==> config.mk <==
export PLATFORM = sky130hd
export DESIGN_NAME = round_ctrl
export DESIGN_NICKNAME = d
export VERILOG_FILES = /design/src/rtl/round_ctrl.sv
export SDC_FILE = /design/constraint.sdc
export NUM_CORES = 1
export LEC_CHECK = 0
export BUFFER_PORTS_ARGS = -buffer_cell sky130_fd_sc_hd__buf_2
export CORE_ASPECT_RATIO = 1.1
export CORE_UTILIZATION = 35
export DETAILED_ROUTE_END_ITERATION = 8
export GPL_ROUTABILITY_DRIVEN = 0
export HOLD_SLACK_MARGIN = 0.05
export PLACE_DENSITY = 0.53
export SLEW_MARGIN = 20
export SYNTH_ARGS = -nofsm -noshare
export SYNTH_HDL_FRONTEND = slang
export SYNTH_SLANG_ARGS = --single-unit
==> constraint.sdc <==
create_clock -name clk -period 3.9 [get_ports clk]
set_clock_uncertainty 0.15 [all_clocks]
set_input_delay 0.585 -clock clk [delete_from_list [all_inputs] [get_ports clk]]
set_output_delay 0.585 -clock clk [all_outputs]
set_load 0.03 [all_outputs]
==> src/rtl/round_ctrl.sv <==
`default_nettype none
// ============================================================================
// Module   : round_ctrl
// Purpose  : Round controller. Tracks lives and score, freezes and blinks the
//            frog on a hit, respawns it, and holds in game-over until restart.
// Revision : 1.0  initial release
// ============================================================================
module round_ctrl #(
    parameter int LIVES         = 3,
    parameter int FREEZE_CYCLES = 8,
    parameter int BLINK_HALF    = 2
) (
    input  logic       clk,
    input  logic       reset,
    input  logic       hit,
    input  logic       win,
    input  logic       start,
    output logic       frogClear,
    output logic       obsHold,
    output logic       frogBlank,
    output logic [1:0] livesLeft,
    output logic [3:0] score,
    output logic       gameOver
);

    localparam int c_frz_w = $clog2(FREEZE_CYCLES);
    localparam int c_blk_w = $clog2(BLINK_HALF + 1);

    localparam logic [c_frz_w-1:0] c_frz_load = c_frz_w'(FREEZE_CYCLES - 1);
    localparam logic [c_blk_w-1:0] c_blk_load = c_blk_w'(BLINK_HALF - 1);
    localparam logic [1:0]         c_lives    = 2'(LIVES);

    typedef enum logic [1:0] {
        PLAY    = 2'd0,
        HIT     = 2'd1,
        RESPAWN = 2'd2,
        OVER    = 2'd3
    } state_t;

    state_t               state_q, state_d;
    logic [1:0]           lives_q, lives_d;
    logic [3:0]           score_q, score_d;
    logic [c_frz_w-1:0]   frz_q, frz_d;
    logic [c_blk_w-1:0]   blink_q, blink_d;
    logic                 blank_q, blank_d;
    logic                 clear_q, clear_d;
    logic                 hold_q, hold_d;
    logic                 over_q, over_d;
    logic                 win_prev_q, win_prev_d;

    logic                 w_win_rise;

    assign w_win_rise = win & ~win_prev_q;

    always_ff @(posedge clk) begin
        if (reset) begin
            state_q    <= PLAY;
            lives_q    <= c_lives;
            score_q    <= 4'd0;
            frz_q      <= '0;
            blink_q    <= '0;
            blank_q    <= 1'b0;
            clear_q    <= 1'b0;
            hold_q     <= 1'b0;
            over_q     <= 1'b0;
            win_prev_q <= 1'b0;
        end else begin
            state_q    <= state_d;
            lives_q    <= lives_d;
            score_q    <= score_d;
            frz_q      <= frz_d;
            blink_q    <= blink_d;
            blank_q    <= blank_d;
            clear_q    <= clear_d;
            hold_q     <= hold_d;
            over_q     <= over_d;
            win_prev_q <= win_prev_d;
        end
    end

    // Registered outputs are computed for the state being entered.
    always_comb begin
        state_d    = state_q;
        lives_d    = lives_q;
        score_d    = score_q;
        frz_d      = frz_q;
        blink_d    = blink_q;
        blank_d    = blank_q;
        clear_d    = 1'b0;
        hold_d     = hold_q;
        over_d     = over_q;
        win_prev_d = win;

        case (state_q)
            PLAY: begin
                hold_d  = 1'b0;
                blank_d = 1'b0;
                over_d  = 1'b0;
                if (hit) begin
                    hold_d = 1'b1;
                    if (lives_q > 2'd1) begin
                        lives_d = lives_q - 2'd1;
                        state_d = HIT;
                        frz_d   = c_frz_load;
                        blink_d = c_blk_load;
                        blank_d = 1'b1;
                    end else begin
                        lives_d = 2'd0;
                        state_d = OVER;
                        over_d  = 1'b1;
                    end
                end else if (w_win_rise) begin
                    if (score_q != 4'd15) begin
                        score_d = score_q + 4'd1;
                    end
                    clear_d = 1'b1;
                end
            end

            HIT: begin
                hold_d = 1'b1;
                if (blink_q == '0) begin
                    blank_d = ~blank_q;
                    blink_d = c_blk_load;
                end else begin
                    blink_d = blink_q - c_blk_w'(1);
                end
                if (frz_q == '0) begin
                    state_d = RESPAWN;
                    clear_d = 1'b1;
                    blank_d = 1'b0;
                    blink_d = '0;
                end else begin
                    frz_d = frz_q - c_frz_w'(1);
                end
            end

            RESPAWN: begin
                state_d = PLAY;
                hold_d  = 1'b0;
                blank_d = 1'b0;
                over_d  = 1'b0;
            end

            default: begin // OVER
                over_d  = 1'b1;
                hold_d  = 1'b1;
                blank_d = 1'b0;
                lives_d = 2'd0;
                if (start) begin
                    lives_d = c_lives;
                    score_d = 4'd0;
                    state_d = RESPAWN;
                    clear_d = 1'b1;
                    over_d  = 1'b0;
                end
            end
        endcase
    end

    assign frogClear = clear_q;
    assign obsHold   = hold_q;
    assign frogBlank = blank_q;
    assign livesLeft = lives_q;
    assign score     = score_q;
    assign gameOver  = over_q;

endmodule
`default_nettype wire

## Word-level counts from Yosys, hierarchy flattened

Cells that the tools add are included.

- Add/sub/neg operators: 4
- Multipliers: 0
- Div/mod/pow operators: 0
- $lt $le $gt $ge: 1
- Equality and inequality tests: 11
- Shift operators: 0
- Muxes and demuxes: 39
- Bitwise logic cells: 4
- Reduce and logical (&&, ||, !) cells: 12

Operator list:

| operator | number |
|---|---|
| 2-bit 2-to-1 mux | 11 |
| 4-bit 2-to-1 mux | 4 |
| 2-bit != test (second input constant) | 7 |
| 1-bit 2-to-1 mux | 12 |
| 3-bit 2-to-1 mux | 3 |
| 2-bit one-hot mux with 2 select lines | 2 |
| 4-bit one-hot mux with 2 select lines | 1 |
| 1-bit one-hot mux with 3 select lines | 2 |
| 2-bit one-hot mux with 3 select lines | 1 |
| 3-bit one-hot mux with 2 select lines | 1 |
| 3-bit AND reduction | 2 |
| 5-bit AND reduction | 1 |
| 4-bit by 1-bit adder with 4-bit output (second input constant) | 1 |
| 2-bit zero test | 2 |
| 4-bit != test (second input constant) | 1 |
| 1-bit one-hot mux with 2 select lines | 2 |
| 4-bit AND reduction | 1 |
| 2-bit nonzero test | 2 |
| 4-bit nonzero test | 1 |
| 2-bit by 1-bit subtractor with 2-bit output (second input constant) | 2 |
| 3-bit zero test | 1 |
| 3-bit != test (second input constant) | 1 |
| 1-bit inverter | 3 |
| 3-bit by 1-bit subtractor with 3-bit output (second input constant) | 1 |
| other kinds (6) | 6 |

- Flip-flop bits (word level): 18
- Latch bits: 0
- Bits in writable memories: 0
- Memory bits (read-only): 0
- Input bits: 5
- Output and inout port bits: 10
- Word-level logic and storage cells: 81
- Memories kept: 0

## Depth between registers and ports, before layout

Gate-level depths: netlist of run 1.

- Word-level depth: 5
- Gate-level depth with buffers: 7
- Gate-level depth less buffers: 5

## Worst setup path after synthesis of run 1

Ideal clock, no wire load.

- Kind: register to register
- From: register state_q[0]
- To: register state_q[0]
- Library setup time: 135 ps
- Data arrival time: 1503 ps
- Data required time: 3615 ps
- Setup slack: 2112 ps
- Cell stages (with the launch flop): 7
- Path buffers: 1
- Clock period less this slack: 1788 ps
- Cells stage by stage: dfxtp_1 inv_1 ha_1 buf_6 or4_4 o211ai_1 a211oi_1

- Elaborated cells on any way between the ends: 8
- Those cells by class: 4 x eq/ne; 1 x mux; 3 x reduce/logical

RTL lines:

| element | line | source |
|---|---|---|
| start, declared | 40 | `state_t state_q, state_d;` |
| start signal, assigned | 68 | `state_q <= state_d;` |
| 2-bit equality test (tied with other cells) | 94 | `case (state_q)` |
| 2-bit one-hot mux with 3 select lines (*) | 94 |  |
| named net state_d[0] | 40 |  |

Mark *: on every way through the listed nets, which the timed path passes. The rest lies on a longest branch.
A chain may end at the register's enable or synchronous reset.

## Worst setup path in the final report of run 1

- From: register state_q[0]
- To: register frz_q[0]

- Longest elaborated chain between the ends: 3
- Elaborated cells on any way between the ends: 8
- Those cells by class: 4 x eq/ne; 1 x mux; 3 x reduce/logical

RTL lines:

| element | line | source |
|---|---|---|
| 2-bit by 1-bit equality test with 1-bit output or 2-bit zero test (tied branches) | 94 |  |
| 2-bit != test (no source line) or 2-bit nonzero test (tied branches) | -- |  |
| 4-bit AND reduction (no source line) | -- |  |
| end signal, assigned | 71 | `frz_q <= frz_d;` |
| end, declared | 43 | `logic [c_frz_w-1:0] frz_q, frz_d;` |

Parallel ways exist; a longest one is shown, timed or not.

==> impl_metrics.toml, run 1 <==
[place]
port_buffers = 14
hpwl_um = 1725
pre_cts_ws_ps = 1794
place_area_um2 = 1145
placed_cells = 158

[die]
core_um2 = 2828
die_w_um = 54.68
die-area_um2 = 3278
dieHeight_um = 59.95
row_count = 20
start_util_pct = 37.79
ios = 15

[finish]
nNetsFinal = 142
final_layout_size_suffix_gt1_share_pct = 18.60
instances_no_fill = 162
final_cell_mix = "18 x dfxtp_1, 14 x buf_2, 8 x inv_1"
final_common_cell = "dfxtp_1"
area_growth_pct = 10.54
n_antenna_cell = 0
final_util_pct = 41.77
n_fill_cell = 295
final_area_um2 = 1181

[pwr]
ir_drop_uv = 316.4
p_leak_nw = 0.4846
power.total_mw = 0.9022
powerDensity_nw_per_um2 = 763.8

[worst_setup_path]
required_ps = 3970
rr_endpoint = "frz_q[0]$_SDFFE_PP0P_"
crit_path_end_kind = "register"
cp-start-kind = "register"
critPathKind = "register to register"
ff2ff_path_depth = 5
r2r_slack_ps = 1770
cp.arrival_ps = 2200
critPathMaxFanout = 21
r2r_start = "state_q[0]$_SDFFE_PP0P_"

[grt]
grt_first_pass_wirelength_um = 3843
antenna_found_initial = 0
gr-total-overflow = 0
grt_pass1_vias = 841
grt_start_max_net_pins = 22
grtUsageTotal_pct = 16.47

[sta]
slew-limit-headroom_pct = 53.91
holdWs_ps = 300.6
rsz0062_at_grt = "no"
min_period_over_period_pct = 54.55
worst_pin_slew_ps = 691.4
fin_ws_ps = 1773
finalSetupTns_ps = 0
slew_violations = 0
hold_viol = 0
setup_violations = 0
min_period_ps = 2127
max_freq_ghz = 0.4700

[cts]
clk_pin_slew_worst_paths_ps = 110
cts.htree.levels = 1
cts_root_buffer = "clkbuf_4"
clock-sinks = 18
cts_buffer_depth = 2
postCtsSetupBuffers = 0
cts_buffers = 3
cts_resized = 0
cts_tree = "yes"
clk_latency_ps = 290
hold_buffers = 0

[routing]
routed_wirelength_um = 2360
drc = 0
drt_iter0_drc = 17
via_per_inst = 5.858
wire_per_inst_um = 14.57
drtPass1Iterations = 4
vias = 949
ant_nets = 0

[logic_synthesis]
synth-seq-cells = 18
synth_area_leaders = "dfxtp_1 34%, ha_1 8.2%, a211oi_1 4.2%"
ys_warn_count = 0
postSynthCellCount = 117
async_flop_share_pct = 0
ys_seq_area_share_pct = 33.72
synth-main-ff-cell = "dfxtp_1"
synth_area_um2 = 1069
synth.distinct_cells = 43
synth-edff-count = 0
synth_area_leader_cell = "dfxtp_1"
syn-num-nets = 129
synth.avg_cell_area_um2 = 9.133
synth_top_area_share_pct = 33.72

[hold_path]
holdPathEnd = "blink_q[1]$_SDFFE_PP0P_"
holdPathStages = 2
worst_hold_path_type = "register to register"
worstHoldStart = "blink_q[1]$_SDFFE_PP0P_"

[status]
status = "finished clean"

[run]
cap_violations = 0
[synth_stat cells (all sizes together) (2+ instances only)]
master	n
a211oi	6
a21oi	2
a31oi	5
and3	3
buf	2
clkbuf	4
dfxtp	18
ha	7
inv	8
nand2	7
nand2b	3
nand3	4
nor2	3
nor2b	5
nor3	3
o211a	3
o211ai	5
o21ai	3
o221ai	3
o311ai	2
or4	3
[critical path: stages, from the launching register on]
cell	delay, ps
dfxtp_1	350
inv_1	100
ha_1	610
and3_1	410
o22ai_1	150
a221oi_2	280
[logic make-up (layout without fill, tap and decap cells)]
group	count (synthesis)	after routing	share of synthesized area [%]
AO/OA/AOI/OAI	37	37	27.05
AND/OR/NAND/NOR	41	41	24.94
buffers and inverters	14	26	6.089
flip-flops	18	18	33.72
adder cells (fa/ha/maj)	7	7	8.196
[metal layers]
metal / part of all wire (%) / global-route usage (%) / vias up
li1: - / - / 470
met5: 0 / 0 / -
met3: 2.0 / 2.290 / 4
met2: 49 / 27.37 / 15
met4: 1.2 / 7.692 / 0
met1: 47 / 20.34 / 460
[area by class of cell]
class / instances / area, um2 / share of cell area [%]
tap: 33 / 41.29 / 3.496
inverter: 8 / 30.03 / 2.542
clock buffer: 4 / 36.28 / 3.072
multi-input combinational: 85 / 643.1 / 54.45
timing repair buffer: 14 / 70.07 / 5.932
sequential: 18 / 360.3 / 30.51
[where the power goes]
| part | total (mW) | internal, mW | switching (mW) | leakage (nW) |
|---|---|---|---|---|
| Sequential | 0.282 | 0.238 | 0.0448 | 0.148 |
| Clock | 0.118 | 0.0569 | 0.0614 | 0.0210 |
| Combinational | 0.502 | 0.183 | 0.319 | 0.315 |
[worst max path at each step]
stage          cells past startpoint  slack [ps]                      end               startpoint
6_report                           5        1770    frz_q[0]$_SDFFE_PP0P_  state_q[0]$_SDFFE_PP0P_
5_1_grt                            5        1600    frz_q[0]$_SDFFE_PP0P_  state_q[0]$_SDFFE_PP0P_
4_1_cts                            5        1770    score[0]$_SDFFE_PP0P_  state_q[0]$_SDFFE_PP0P_
3_5_place_dp                       5        1790    score[0]$_SDFFE_PP0P_  state_q[0]$_SDFFE_PP0P_
3_3_place_gp                       5        1880    score[0]$_SDFFE_PP0P_  state_q[0]$_SDFFE_PP0P_
2_1_floorplan                      6        2110  state_q[0]$_SDFFE_PP0P_  state_q[0]$_SDFFE_PP0P_
[flip-flops by register name, indices dropped and copies added, names as in the netlist]
| name | cells |
|---|---|
| frz_q | 3 |
| state_q | 2 |
| gameOver | 1 |
| frogClear | 1 |
| win_prev_q | 1 |
| frogBlank | 1 |
| livesLeft | 2 |
| obsHold | 1 |
| score | 4 |
| blink_q | 2 |
(Power assumes the default switching activity.)
==> run 2, diff against run 1 <==
--- a/config.mk
+++ b/config.mk
@@ -5,6 +5,7 @@
 export SDC_FILE = /design/constraint.sdc
 export NUM_CORES = 1
 export LEC_CHECK = 0
+export ABC_AREA = 1
 export BUFFER_PORTS_ARGS = -buffer_cell sky130_fd_sc_hd__buf_2
 export CORE_ASPECT_RATIO = 1.1
 export CORE_UTILIZATION = 35
==> constraint.sdc (replaced) <==
create_clock -name clk -period 2 [get_ports clk]
set_clock_uncertainty 0.15 [all_clocks]
set_input_delay 0.3 -clock clk [delete_from_list [all_inputs] [get_ports clk]]
set_output_delay 0.3 -clock clk [all_outputs]
set_load 0.03 [all_outputs]
==> impl_metrics.toml, run 2 <==
[worst_setup_path]
required_ps = 2050
r2r_start = "state_q[0]$_SDFFE_PP0P_"
worst_path_most_repeated_cell = "nand2_1"
crit_chain = "inv_1 -> ha_1 -> inv_2 -> nand2_2 -> nor2_1 -> nand2_1 -> nand3_1 -> nand2_1 -> nand2_1 -> nor2_1"
slowest_stage = "dfxtp_1"
critPathKind = "register to register"
r2r_slack_ps = 220
crit_path_end_kind = "register"
cp.arrival_ps = 1820
slowest_delay_ps = 370
rr_endpoint = "state_q[1]$_SDFFE_PP0P_"
cp-start-kind = "register"
ff2ff_path_depth = 10
critPathMaxFanout = 8

[logic_synthesis]
synth.avg_cell_area_um2 = 7.299
synth_area_leader_cell = "dfxtp_1"
syn-num-nets = 150
synth-main-ff-cell = "dfxtp_1"
synth-seq-cells = 18
synth_simple_gate_area_share_pct = 31.68
synth_xor_area_share_pct = 1.739
ys_seq_area_share_pct = 35.78
synth.distinct_cells = 23
synth-edff-count = 0
postSynthCellCount = 138
synth_commonest_cells = "29 x nand2_1, 18 x dfxtp_1, 18 x inv_1"
synth_area_um2 = 1007
synth_top_area_share_pct = 35.78
ys_warn_count = 0
yosys.area_share.adder_pct = 8.696
synth_area_leaders = "dfxtp_1 36%, nand2_1 11%, ha_1 8.7%"
synth_top_family_by_area = "simple AND/OR/NAND/NOR gates"
synth_most_common_cell = "nand2_1"
async_flop_share_pct = 0
synth_compound_area_share_pct = 14.29
synthMuxAreaShare_pct = 0

[finish]
largest_reg_flops = 4
final_cell_mix = "29 x nand2_1, 18 x inv_1, 18 x dfxtp_1"
n_fill_cell = 308
n_antenna_cell = 0
final_common_cell = "nand2_1"
final_util_pct = 41.32
nNetsFinal = 168
final_layout_size_suffix_gt1_share_pct = 20.13
area_growth_pct = 12.92

[routing]
routed_wirelength_um = 2037
drtPass1Iterations = 4
wl_met2_um = 987
vias = 906
drc = 0
wire_per_inst_um = 10.89
top_layer = "met4"
via_per_inst = 4.845
dr_wl_met3_um = 85
drt-met1-wl_um = 923
drt_iter0_drc = 15
ant_nets = 0

[status]
status = "finished clean"

[grt]
antenna_found_initial = 0
grt_pass1_vias = 877
gr-total-overflow = 0
grt_start_max_net_pins = 15
grt_first_pass_wirelength_um = 3456
grtUsageTotal_pct = 15.22

[cts]
cts_resized = 0
cts_tree = "yes"
cts_buffer_depth = 2
cts_root_buffer = "clkbuf_4"
clk_pin_slew_worst_paths_ps = 100
cts_buffers = 3
postCtsSetupBuffers = 0
hold_buffers = 0
cts.htree.levels = 1
clock-sinks = 18
clk_latency_ps = 290

[sta]
finalSetupTns_ps = 0
hold_viol = 0
slew-limit-headroom_pct = 76.95
holdWs_ps = 69.47
rsz0062_at_grt = "no"
min_period_ps = 1778
min_period_over_period_pct = 88.90
setup_violations = 0
max_freq_ghz = 0.5625
slew_violations = 0
worst_pin_slew_ps = 342.1

[hold_path]
worstHoldStart = "win"
holdPathEnd = "win_prev_q$_SDFF_PP0_"
holdPathStages = 3
worst_hold_path_type = "input pin to register"

[pwr]
powerDensity_nw_per_um2 = 1523
ir_drop_uv = 673.6
power.total_mw = 1.732
p_leak_nw = 0.5642

[die]
row_count = 20
die_w_um = 53.15
die-area_um2 = 3097
dieHeight_um = 58.27
ios = 15
start_util_pct = 36.59
core_um2 = 2753

[run]
cap_violations = 0

[place]
hpwl_um = 1598
port_buffers = 14
[run 2: cell type report]
type | count | area, um2 | area share [%]
Tap cell | 33 | 41.29 | 3.630
Clock buffer | 3 | 22.52 | 1.980
Timing Repair Buffer | 14 | 70.07 | 6.161
Sequential cell | 18 | 360.3 | 31.68
Multi-Input combinational cell | 99 | 568.0 | 49.95
Inverter | 20 | 75.07 | 6.601
[run 2: worst max-delay path by stage]
stage / slack [ps] / to / from / depth (start not counted)
2_1_floorplan: 460 / state_q[1]$_SDFFE_PP0P_ / state_q[0]$_SDFFE_PP0P_ / 10
3_3_place_gp: 190 / state_q[1]$_SDFFE_PP0P_ / state_q[0]$_SDFFE_PP0P_ / 10
3_5_place_dp: 220 / state_q[1]$_SDFFE_PP0P_ / state_q[0]$_SDFFE_PP0P_ / 10
4_1_cts: 210 / state_q[1]$_SDFFE_PP0P_ / state_q[0]$_SDFFE_PP0P_ / 10
5_1_grt: 50 / state_q[1]$_SDFFE_PP0P_ / state_q[0]$_SDFFE_PP0P_ / 10
6_report: 220 / state_q[1]$_SDFFE_PP0P_ / state_q[0]$_SDFFE_PP0P_ / 10
[run 2: cells by family after synthesis]
| logic type | count (synthesis) |
|---|---|
| AND/OR/NAND/NOR | 64 |
| AO/OA/AOI/OAI | 26 |
| buffers and inverters | 21 |
| flip-flops | 18 |
| adder cells (fa/ha/maj) | 7 |
| XOR/XNOR | 2 |
[run 2: per-stage QoR]
stage          cell area, um2  worst slack (ps)  instances
2_1_floorplan            1007             457.2        138
3_3_place_gp             1115             193.4        184
3_5_place_dp             1115             222.1        184
4_1_cts                  1137             208.7        187
5_1_grt                  1137             51.69        187
6_report                 1137             222.1        187
[run 2: critical path, delay by kind of cell (launching register included)]
family	cells	cell delay (ps)
simple gates	7	540
flops	1	370
buf+inv	2	320
fa+ha+maj	1	290
[run 2: report_power, final]
part           switching (mW)  leakage, nW  internal [mW]
clock network           0.109       0.0138         0.0701
logic                   0.675        0.402          0.319
registers              0.0822        0.148          0.476
[run 2: metal layers]
metal / global-route usage [%] / vias to the layer above
li1: - / 473
met1: 16.96 / 412
met5: 0 / -
met4: 7.895 / 0
met3: 2.887 / 5
met2: 26.76 / 16
